==> src/rtl/pipe_ctrl_unit.sv <==
// Centralised control for the 5-stage MIPS pipeline: D-stage decode, E/M/W
// control registers, Tuse/Tnew stall detection and operand forwarding selects.
module pipe_ctrl_unit #(
    parameter int RA_W     = 5,
    parameter int LINK_REG = 31,
    parameter bit EN_SLT   = 1'b1,
    parameter bit EN_JR    = 1'b1
) (
    input  logic            clk,
    input  logic            reset,
    input  logic [31:0]     instr_D,
    output logic            stall,
    output logic            ext_op_D,
    output logic [1:0]      npc_sel_D,
    output logic [1:0]      fwd_rs_D,
    output logic [1:0]      fwd_rt_D,
    output logic [1:0]      fwd_rs_E,
    output logic [1:0]      fwd_rt_E,
    output logic            fwd_rt_M,
    output logic [1:0]      alu_op_E,
    output logic            bsel_E,
    output logic            lui_E,
    output logic            dm_wr_M,
    output logic            rf_wr_W,
    output logic [1:0]      wd_sel_W,
    output logic [RA_W-1:0] wa_W
);
    localparam logic [5:0] OP_RTYPE = 6'h00;
    localparam logic [5:0] OP_ORI   = 6'h0d;
    localparam logic [5:0] OP_LW    = 6'h23;
    localparam logic [5:0] OP_SW    = 6'h2b;
    localparam logic [5:0] OP_BEQ   = 6'h04;
    localparam logic [5:0] OP_LUI   = 6'h0f;
    localparam logic [5:0] OP_J     = 6'h02;
    localparam logic [5:0] OP_JAL   = 6'h03;
    localparam logic [5:0] FN_ADDU  = 6'h21;
    localparam logic [5:0] FN_SUBU  = 6'h23;
    localparam logic [5:0] FN_SLT   = 6'h2a;
    localparam logic [5:0] FN_JR    = 6'h08;

    typedef struct packed {
        logic [1:0]      alu_op;
        logic            bsel;
        logic            lui;
        logic            dm_wr;
        logic            rf_wr;
        logic [1:0]      wd_sel;
        logic [RA_W-1:0] wa;
        logic [1:0]      tnew;
        logic [RA_W-1:0] rs;
        logic [RA_W-1:0] rt;
    } ctl_t;

    function automatic logic [1:0] tnew_dec(input logic [1:0] t);
        return (t == 2'd0) ? 2'd0 : t - 2'd1;
    endfunction

    // A producer still computing its result when the consumer needs it.
    function automatic logic pending(input logic wr, input logic [RA_W-1:0] wa,
                                     input logic [1:0] tnew, input logic [RA_W-1:0] r,
                                     input logic [1:0] tuse);
        return wr && (r != '0) && (wa == r) && (tnew > tuse);
    endfunction

    function automatic logic ready(input logic wr, input logic [RA_W-1:0] wa,
                                   input logic [1:0] tnew, input logic [RA_W-1:0] r);
        return wr && (wa != '0) && (wa == r) && (tnew == 2'd0);
    endfunction

    function automatic logic [1:0] fwd_sel(input logic young, input logic old);
        return young ? 2'd1 : (old ? 2'd2 : 2'd0);
    endfunction

    logic [5:0]      op, fn;
    logic [RA_W-1:0] rs_f, rt_f, rd_f;
    logic            rd_rs, rd_rt;
    logic [1:0]      tuse_rs_D, tuse_rt_D;
    ctl_t            dec_D, e_d, e_q;
    logic            m_rf_wr_q, m_dm_wr_q;
    logic [1:0]      m_wd_sel_q, m_tnew_q;
    logic [RA_W-1:0] m_wa_q, m_rt_q;
    logic            w_rf_wr_q;
    logic [1:0]      w_wd_sel_q;
    logic [RA_W-1:0] w_wa_q;
    logic            unused_shamt;

    assign op   = instr_D[31:26];
    assign fn   = instr_D[5:0];
    assign rs_f = RA_W'(instr_D[25:21]);
    assign rt_f = RA_W'(instr_D[20:16]);
    assign rd_f = RA_W'(instr_D[15:11]);
    // No decoded instruction uses the shift amount.
    assign unused_shamt = ^instr_D[10:6];

    always_comb begin
        dec_D     = '0;
        ext_op_D  = 1'b0;
        npc_sel_D = 2'd0;
        rd_rs     = 1'b0;
        rd_rt     = 1'b0;
        tuse_rs_D = 2'd0;
        tuse_rt_D = 2'd0;
        case (op)
            OP_RTYPE: begin
                case (fn)
                    FN_ADDU, FN_SUBU: begin
                        dec_D.rf_wr  = 1'b1;
                        dec_D.wa     = rd_f;
                        dec_D.tnew   = 2'd1;
                        dec_D.alu_op = (fn == FN_SUBU) ? 2'd1 : 2'd0;
                        rd_rs = 1'b1; tuse_rs_D = 2'd1;
                        rd_rt = 1'b1; tuse_rt_D = 2'd1;
                    end
                    FN_SLT: if (EN_SLT) begin
                        dec_D.rf_wr  = 1'b1;
                        dec_D.wa     = rd_f;
                        dec_D.tnew   = 2'd1;
                        dec_D.alu_op = 2'd3;
                        rd_rs = 1'b1; tuse_rs_D = 2'd1;
                        rd_rt = 1'b1; tuse_rt_D = 2'd1;
                    end
                    FN_JR: if (EN_JR) begin
                        npc_sel_D = 2'd3;
                        rd_rs     = 1'b1;
                    end
                    default: ;
                endcase
            end
            OP_ORI: begin
                dec_D.alu_op = 2'd2;
                dec_D.bsel   = 1'b1;
                dec_D.rf_wr  = 1'b1;
                dec_D.wa     = rt_f;
                dec_D.tnew   = 2'd1;
                rd_rs = 1'b1; tuse_rs_D = 2'd1;
            end
            OP_LW: begin
                ext_op_D     = 1'b1;
                dec_D.bsel   = 1'b1;
                dec_D.rf_wr  = 1'b1;
                dec_D.wd_sel = 2'd1;
                dec_D.wa     = rt_f;
                dec_D.tnew   = 2'd2;
                rd_rs = 1'b1; tuse_rs_D = 2'd1;
            end
            OP_SW: begin
                ext_op_D    = 1'b1;
                dec_D.bsel  = 1'b1;
                dec_D.dm_wr = 1'b1;
                rd_rs = 1'b1; tuse_rs_D = 2'd1;
                rd_rt = 1'b1; tuse_rt_D = 2'd2;
            end
            OP_BEQ: begin
                npc_sel_D = 2'd1;
                rd_rs     = 1'b1;
                rd_rt     = 1'b1;
            end
            OP_LUI: begin
                dec_D.lui   = 1'b1;
                dec_D.rf_wr = 1'b1;
                dec_D.wa    = rt_f;
                dec_D.tnew  = 2'd1;
            end
            OP_J:    npc_sel_D = 2'd2;
            OP_JAL: begin
                npc_sel_D    = 2'd2;
                dec_D.rf_wr  = 1'b1;
                dec_D.wd_sel = 2'd2;
                dec_D.wa     = RA_W'(LINK_REG);
            end
            default: ;
        endcase
        // Unread source fields are zeroed so they can never stall or forward.
        dec_D.rs = rd_rs ? rs_f : '0;
        dec_D.rt = rd_rt ? rt_f : '0;
    end

    assign stall = pending(e_q.rf_wr, e_q.wa, e_q.tnew, dec_D.rs, tuse_rs_D)
                 | pending(m_rf_wr_q, m_wa_q, m_tnew_q, dec_D.rs, tuse_rs_D)
                 | pending(e_q.rf_wr, e_q.wa, e_q.tnew, dec_D.rt, tuse_rt_D)
                 | pending(m_rf_wr_q, m_wa_q, m_tnew_q, dec_D.rt, tuse_rt_D);

    assign e_d = stall ? '0 : dec_D;

    assign fwd_rs_D = fwd_sel(ready(e_q.rf_wr, e_q.wa, e_q.tnew, dec_D.rs),
                              ready(m_rf_wr_q, m_wa_q, m_tnew_q, dec_D.rs));
    assign fwd_rt_D = fwd_sel(ready(e_q.rf_wr, e_q.wa, e_q.tnew, dec_D.rt),
                              ready(m_rf_wr_q, m_wa_q, m_tnew_q, dec_D.rt));
    assign fwd_rs_E = fwd_sel(ready(m_rf_wr_q, m_wa_q, m_tnew_q, e_q.rs),
                              ready(w_rf_wr_q, w_wa_q, 2'd0, e_q.rs));
    assign fwd_rt_E = fwd_sel(ready(m_rf_wr_q, m_wa_q, m_tnew_q, e_q.rt),
                              ready(w_rf_wr_q, w_wa_q, 2'd0, e_q.rt));
    assign fwd_rt_M = ready(w_rf_wr_q, w_wa_q, 2'd0, m_rt_q);

    // D -> E -> M -> W control registers
    always_ff @(posedge clk) begin
        if (reset) begin
            e_q        <= '0;
            m_rf_wr_q  <= 1'b0;
            m_dm_wr_q  <= 1'b0;
            m_wd_sel_q <= 2'd0;
            m_tnew_q   <= 2'd0;
            m_wa_q     <= '0;
            m_rt_q     <= '0;
            w_rf_wr_q  <= 1'b0;
            w_wd_sel_q <= 2'd0;
            w_wa_q     <= '0;
        end else begin
            e_q        <= e_d;
            m_rf_wr_q  <= e_q.rf_wr;
            m_dm_wr_q  <= e_q.dm_wr;
            m_wd_sel_q <= e_q.wd_sel;
            m_tnew_q   <= tnew_dec(e_q.tnew);
            m_wa_q     <= e_q.wa;
            m_rt_q     <= e_q.rt;
            w_rf_wr_q  <= m_rf_wr_q;
            w_wd_sel_q <= m_wd_sel_q;
            w_wa_q     <= m_wa_q;
        end
    end

    assign alu_op_E = e_q.alu_op;
    assign bsel_E   = e_q.bsel;
    assign lui_E    = e_q.lui;
    assign dm_wr_M  = m_dm_wr_q;
    assign rf_wr_W  = w_rf_wr_q;
    assign wd_sel_W = w_wd_sel_q;
    assign wa_W     = w_wa_q;
endmodule

==> config.mk <==
export PLATFORM = sky130hd
export DESIGN_NAME = pipe_ctrl_unit
export DESIGN_NICKNAME = d
export VERILOG_FILES = /design/src/rtl/pipe_ctrl_unit.sv
export SDC_FILE = /design/constraint.sdc
export NUM_CORES = 1
export LEC_CHECK = 0
export ABC_AREA = 1
export BUFFER_PORTS_ARGS = -buffer_cell sky130_fd_sc_hd__buf_2
export CORE_ASPECT_RATIO = 0.7
export CORE_MARGIN = 2
export CORE_UTILIZATION = 50
export CTS_BUF_LIST = sky130_fd_sc_hd__clkbuf_4 sky130_fd_sc_hd__clkbuf_8
export DETAILED_ROUTE_END_ITERATION = 12
export PLACE_DENSITY_LB_ADDON = 0.3
export SLEW_MARGIN = 20
export SYNTH_ARGS = -nofsm -noshare
export SYNTH_HDL_FRONTEND = slang
export SYNTH_SLANG_ARGS = --single-unit
==> constraint.sdc <==
create_clock -name clk -period 7 [get_ports clk]
set_input_delay 1.4 -clock clk [delete_from_list [all_inputs] [get_ports clk]]
set_output_delay 1.4 -clock clk [all_outputs]
set_load 0.03 [all_outputs]
After elaboration in Yosys (flattened, before gate mapping):

Index checks and enable logic that the tools add are counted.

* output and inout bits: 26
* bits of input ports: 34
* register bits after elaboration: 49

* multiplexer cells: 31
* bitwise logic cells: 3
* equality and inequality tests: 20
* magnitude comparators: 4
* add/subtract/negate cells: 1
* reduce and logical (&&, ||, !) cells: 51

Operators by type and width (number)
* 5-bit == test: 9
* 6-bit == test, second input constant: 5
* 1-bit logical AND: 30
* 5-bit nonzero test: 5
* 6-bit by 4-bit == test with 1-bit output, second input constant: 3
* 2-bit two-way mux: 9
* 2-bit case mux with 2 select lines: 4
* 5-bit case mux with 3 select lines: 1
* 2-bit OR reduction: 7
* 6-bit by 2-bit == test with 1-bit output, second input constant: 2
* 2-bit case mux with 3 select lines: 2
* 4-bit OR reduction: 3
* 5-bit two-way mux: 2
* 3-bit OR reduction: 3
* 2-bit greater-than comparator: 4
* 1-bit two-way mux: 8
* 1-bit case mux with 2 select lines: 4
* 7-bit two-way mux: 1
* 6-bit by 3-bit == test with 1-bit output, second input constant: 1
* 6-bit zero test: 1
* 2-bit zero test: 2
* 1-bit OR: 3
* 2-bit by 1-bit subtractor with 2-bit output, second input constant: 1

Logic depth before layout (Yosys ltp):

* depth in word-level cells: 13
* gate-level depth with buffers: 17

Least setup slack after synthesis:

No wires, ideal clock.

* kind: input to output
* from: input port instr_D[5]
* to: output port fwd_rt_D[1]
* arrival time: 3200 ps
* setup slack: 2400 ps
* stages: 13
* path buffers: 1
* required time: 5600 ps
* cells stage by stage: inv_1 -> nor2_1 -> nand3_1 -> nand3_1 -> nand2_1 -> nand2_2 -> buf_8 -> nand2_4 -> o21ai_2 -> nor2_1 -> nand3_1 -> nor2_1 -> nor3_1

* word-level cells in the longest chain between the ends: 10
* elaborated cells on any way between the ends: 15

Ends and longest elaborated chain
* start, declared: RTL line 11 `input logic [31:0] instr_D,`
* 6-bit == test: RTL line 105 `case (fn)`
* 3-bit OR reduction (no source line) *
* 1-bit two-way mux *
* 1-bit case mux with 2 select lines *: RTL line 103 `case (op)`
* 5-bit two-way mux *: RTL line 175 `dec_D.rt = rd_rt ? rt_f : '0;`
* 5-bit == test: RTL line 67 `return wr && (wa != '0) && (wa == r) && (tnew == 2'd0);`
* 1-bit logical AND (2 in series): RTL line 67
* 2-bit two-way mux: RTL line 71 `return young ? 2'd1 : (old ? 2'd2 : 2'd0);`
* 2-bit two-way mux *: RTL line 71
* end, declared: RTL line 16 `output logic [1:0] fwd_rt_D,`

Mark *: on every way between the ends. The rest lies on a longest branch, timed or not.

Worst setup path in the final report:

* from: input port instr_D[29]
* to: output port stall

* word-level cells in the longest chain between the ends: 11
* elaborated cells on any way between the ends: 39

Ends and longest elaborated chain
* 6-bit == test (tied with other cells): RTL line 103
* 4-bit OR reduction (no source line)
* 1-bit case mux with 2 select lines: RTL line 103
* 5-bit two-way mux: RTL line 174 `dec_D.rs = rd_rs ? rs_f : '0;`
* 5-bit nonzero test: RTL line 62 `return wr && (r != '0) && (wa == r) && (tnew > tuse);`
* 1-bit logical AND (3 in series): RTL line 62
* 1-bit OR: RTL line 179 `| pending(m_rf_wr_q, m_wa_q, m_tnew_q, dec_D.rs, tuse_rs_D)`
* 1-bit OR: RTL line 180 `| pending(e_q.rf_wr, e_q.wa, e_q.tnew, dec_D.rt, tuse_rt_D)`
* 1-bit OR *: RTL line 181 `| pending(m_rf_wr_q, m_wa_q, m_tnew_q, dec_D.rt, tuse_rt_D);`
* end, declared: RTL line 12 `output logic stall,`

Marked as above.

==> out/qor.log <==
qor: outcome.run_status finished, final reports clean
qor: placement.gpl.final_weighted_congestion 0.8645
qor: die.core_area 5175 um2
qor: sta.drv_slew 0
qor: route.vias_per_inst 5.024
qor: worst_setup_path.critical_path.reg2reg.startpoint m_wa_q[0]
qor: route.avgRoutedWirePerCell 12.40 um
qor: worst_setup_path.critPathKind primary input to output pin
qor: logic_synthesis.synth_fp_nets 418
qor: die.std_cell_rows 22
qor: worst_setup_path.cp.arrival 3850 ps
qor: grt.met1_capacity_usage_during_global_routing 31.17%
qor: worst_setup_path.reg2reg_setup_slack 5270 ps
qor: logic_synthesis.yosysUniqueCellTypes 27
qor: logic_synthesis.mappedNetlistArea 2656 um2
qor: clocking.tritoncts done
qor: sta.number_of_setup_violations_in_the_final_report 0
qor: logic_synthesis.sequential_element_share_of_the_synthesized_area 36.93%
qor: grt.grt_pass1_vias 2304
qor: power_and_ir_drop.post-layout-total-power 534.3 uW
qor: cells_and_area.layout-drive-gt1-share 19.58%
qor: worst_setup_path.reg2reg_depth 9
qor: logic_synthesis.avg_inst_size_synth 7.046 um2
qor: die.die_footprint 5921 um2
qor: clocking.ctsHtreeMaxLevel 2
qor: route.drtPass1Iterations 5
qor: die.die_width 91.12 um
qor: power_and_ir_drop.leakage 0.001553 uW
qor: grt.grtUsageMet2 35.93%
qor: grt.antenna_found_initial 0
qor: flow_run.maxCapViolations 0
qor: grt.grt_start_max_net_pins 26
qor: route.drt-total-wl 6.213 mm
qor: worst_setup_path.worst_r2r_endpoint e_q[9]
qor: cells_and_area.layout-area-overhead-vs-synth 14.93%
qor: die.ioPinCount 60
qor: clocking.cts.repair_timing.setup_buffer_count 0
qor: worst_setup_path.critPathMaxFanout 9
qor: sta.post-route-period-util 74.98%
qor: grt.top_usage_layer met2
qor: sta.timing.final.crit_period 5248 ps
qor: logic_synthesis.netlist_top_cells_area sky130_fd_sc_hd__dfxtp_1, sky130_fd_sc_hd__nor2_1, sky130_fd_sc_hd__nand2_1
qor: sta.setup_repair_after_global_routing_missed_its_margin false
qor: clocking.cts_made_buffers 5
qor: logic_synthesis.synthDominantAreaCellType sky130_fd_sc_hd__dfxtp_1
qor: die.initial_utilization 51.33%
qor: cells_and_area.nets 469
qor: logic_synthesis.synth-seq-cells 49
qor: route.drtAntennaViolNets 0
qor: worst_setup_path.element_type_at_the_critical_path_start primary input
qor: sta.achievable-frequency 190.5 MHz
qor: die.dieHeight 64.98 um
qor: power_and_ir_drop.power_per_cell_area 175.0 nW/um2
qor: logic_synthesis.post-synth-top-area-fraction 36.93%
qor: worst_setup_path.cp.required 5600 ps
qor: sta.worstMarginPinSlew 743.6 ps
qor: sta.fin_worst_skew 3.848 ps
qor: logic_synthesis.total_of_warnings_raised_by_yosys 0
qor: placement.io_buffers 54
qor: route.drc 0
qor: sta.slew_headroom 50.09%
qor: logic_synthesis.syn-instance-count 377
qor: cells_and_area.num_antenna_cells 0
qor: grt.grt_overflow 0
qor: clocking.clock-root-buffer sky130_fd_sc_hd__clkbuf_8
qor: grt.grt_use_total 22.54%
qor: clocking.postCtsResizedCells 0
qor: placement.dp_hpwl 4.867 mm
qor: clocking.max-clock-path-buffers 2
qor: power_and_ir_drop.irDropWorstVdd 117.0 uV
qor: clocking.clock_network_latency_to_the_later_pin_of_the_worst_skew_pair 300 ps
qor: clocking.cts.sinks 49
qor: worst_setup_path.worstSetupEndpointType output pin
qor: clocking.path_clk_slew 80 ps
qor: worst_setup_path.crit_end stall
qor: hold_path.timing.hold.worst.class flip-flop to flip-flop
qor: sta.timing.setup.tns 0 ps
qor: cells_and_area.final_util 58.99%
qor: grt.grt.met3_usage 3.605%
qor: sta.hold_violations 0
qor: grt.global_route_wire_length_before_repair 10.67 mm
qor: clocking.hold_fix_buffer_count_after_cts 0
qor: route.vias 2517
qor: route.drt-initial-drc-count 229
qor: worst_setup_path.crit_start instr_D[29]
per-layer routing:
layer | wire (um) | vias up
met4 | 83 | 0
met1 | 2995 | 1114
met2 | 2717 | 104
met5 | 0 | -
li1 | - | 1290
met3 | 417 | 9
final cells by class:
type / instances / area (um2)
Multi-Input combinational cell: 269 / 1413
Tap cell: 72 / 90.09
Inverter: 49 / 183.9
Clock inverter: 2 / 38.79
Fill cell: 500 / 2122
Clock buffer: 6 / 76.32
Timing Repair Buffer: 54 / 270.3
Sequential cell: 49 / 980.9
cells in the mapped netlist:
cell / n
sky130_fd_sc_hd__buf_8: 1
sky130_fd_sc_hd__o21ai_1: 1
sky130_fd_sc_hd__nand3_1: 34
sky130_fd_sc_hd__nand3_4: 1
sky130_fd_sc_hd__nand2_4: 2
sky130_fd_sc_hd__nor3_1: 11
sky130_fd_sc_hd__nor2_2: 14
sky130_fd_sc_hd__xnor2_1: 11
sky130_fd_sc_hd__nand2_1: 63
sky130_fd_sc_hd__o311ai_0: 1
sky130_fd_sc_hd__buf_6: 3
sky130_fd_sc_hd__nor2_1: 75
sky130_fd_sc_hd__xor2_1: 15
sky130_fd_sc_hd__o21ai_2: 1
sky130_fd_sc_hd__nor4_1: 4
sky130_fd_sc_hd__inv_1: 49
sky130_fd_sc_hd__a22oi_1: 5
sky130_fd_sc_hd__nand2_2: 3
sky130_fd_sc_hd__ha_1: 7
sky130_fd_sc_hd__a21oi_1: 5
sky130_fd_sc_hd__nand3_2: 1
sky130_fd_sc_hd__dfxtp_1: 49
sky130_fd_sc_hd__buf_4: 2
sky130_fd_sc_hd__clkbuf_1: 4
sky130_fd_sc_hd__nand4_1: 8
sky130_fd_sc_hd__o21ai_0: 6
sky130_fd_sc_hd__o21bai_1: 1
state kept, by name, summed over array words and instances (netlist names):
signal      cells
e_q            21
bsel_E          1
m_rt_q          5
lui_E           1
wa_W            5
m_wd_sel_q      2
m_wa_q          5
m_tnew_q        2
dm_wr_M         1
alu_op_E        2
m_rf_wr_q       1
rf_wr_W         1
wd_sel_W        2
how the worst min path moves through the flow:
| stage | cells past startpoint | startpoint | end | slack [ps] |
|---|---|---|---|---|
| after floorplan | 2 | e_q[20] | dm_wr_M | 390 |
| after global placement | 2 | m_wd_sel_q[0] | wd_sel_W[0] | 390 |
| after detailed placement | 2 | e_q[17] | m_wd_sel_q[0] | 390 |
| after CTS | 2 | e_q[17] | m_wd_sel_q[0] | 410 |
| after global routing | 2 | m_wd_sel_q[0] | wd_sel_W[0] | 420 |
| final | 2 | e_q[20] | dm_wr_M | 400 |
kinds of logic (layout without fill, tap and decap cells):
kind of cell             after synthesis  after routing  synth area share (%)
flip-flops                            49             49                 36.93
AO/OA/AOI/OAI                         20             20                 4.616
adder cells (fa/ha/maj)                7              7                 3.297
buffers and inverters                 59            111                 9.891
AND/OR/NAND/NOR                      216            216                 36.69
XOR/XNOR                              26             26                 8.573
through the flow:
| step | area, um2 | instances | worst slack (ps) | hold slack [ps] |
|---|---|---|---|---|
| 2_1_floorplan | 2656 | 377 | 2400 | 388.3 |
| 3_3_place_gp | 2938 | 493 | 1931 | 391.7 |
| 3_5_place_dp | 2938 | 493 | 1828 | 392.9 |
| 4_1_cts | 3053 | 501 | 1788 | 405.1 |
| 5_1_grt | 3053 | 501 | 1481 | 419.8 |
| 6_report | 3053 | 501 | 1752 | 404.1 |
critical path: stages:
cell                      delay, ps
sky130_fd_sc_hd__buf_2          130
sky130_fd_sc_hd__nor2_1         150
sky130_fd_sc_hd__nand2_1        130
sky130_fd_sc_hd__nor2_2         180
sky130_fd_sc_hd__inv_1           90
sky130_fd_sc_hd__o21ai_1        610
sky130_fd_sc_hd__ha_1           360
sky130_fd_sc_hd__a21oi_1        150
sky130_fd_sc_hd__nand3_1        120
sky130_fd_sc_hd__nor2_1         180
sky130_fd_sc_hd__nor2_2          70
sky130_fd_sc_hd__nand2_1         80
sky130_fd_sc_hd__buf_2          190
cells in the final DEF, fill, tap and decap left out:
cell	netlist	final
sky130_fd_sc_hd__nor2_1	75	75
sky130_fd_sc_hd__nand2_1	63	63
sky130_fd_sc_hd__buf_2	0	54
sky130_fd_sc_hd__inv_1	49	49
sky130_fd_sc_hd__dfxtp_1	49	49
sky130_fd_sc_hd__nand3_1	34	34
sky130_fd_sc_hd__xor2_1	15	15
sky130_fd_sc_hd__nor2_2	14	14
sky130_fd_sc_hd__nor3_1	11	11
sky130_fd_sc_hd__xnor2_1	11	11
sky130_fd_sc_hd__nand4_1	8	8
sky130_fd_sc_hd__ha_1	7	7
sky130_fd_sc_hd__o21ai_0	6	6
sky130_fd_sc_hd__a21oi_1	5	5
sky130_fd_sc_hd__a22oi_1	5	5
sky130_fd_sc_hd__clkbuf_8	0	5
sky130_fd_sc_hd__nor4_1	4	4
sky130_fd_sc_hd__nand2_2	3	3
sky130_fd_sc_hd__nand2_4	2	2
sky130_fd_sc_hd__o21ai_1	1	1
sky130_fd_sc_hd__nand3_2	1	1
sky130_fd_sc_hd__o21bai_1	1	1
sky130_fd_sc_hd__o21ai_2	1	1
sky130_fd_sc_hd__o311ai_0	1	1
sky130_fd_sc_hd__nand3_4	1	1
sky130_fd_sc_hd__bufinv_16	0	1
sky130_fd_sc_hd__clkinv_4	0	1
sky130_fd_sc_hd__clkbuf_4	0	1
power breakdown:
part	internal (uW)	switching, uW	leakage [uW]
registers	281	2.33	0.000395
clock network	111	92.4	0.0000588
logic	16.6	31.1	0.00110
Power figures use the tool's default switching activity.
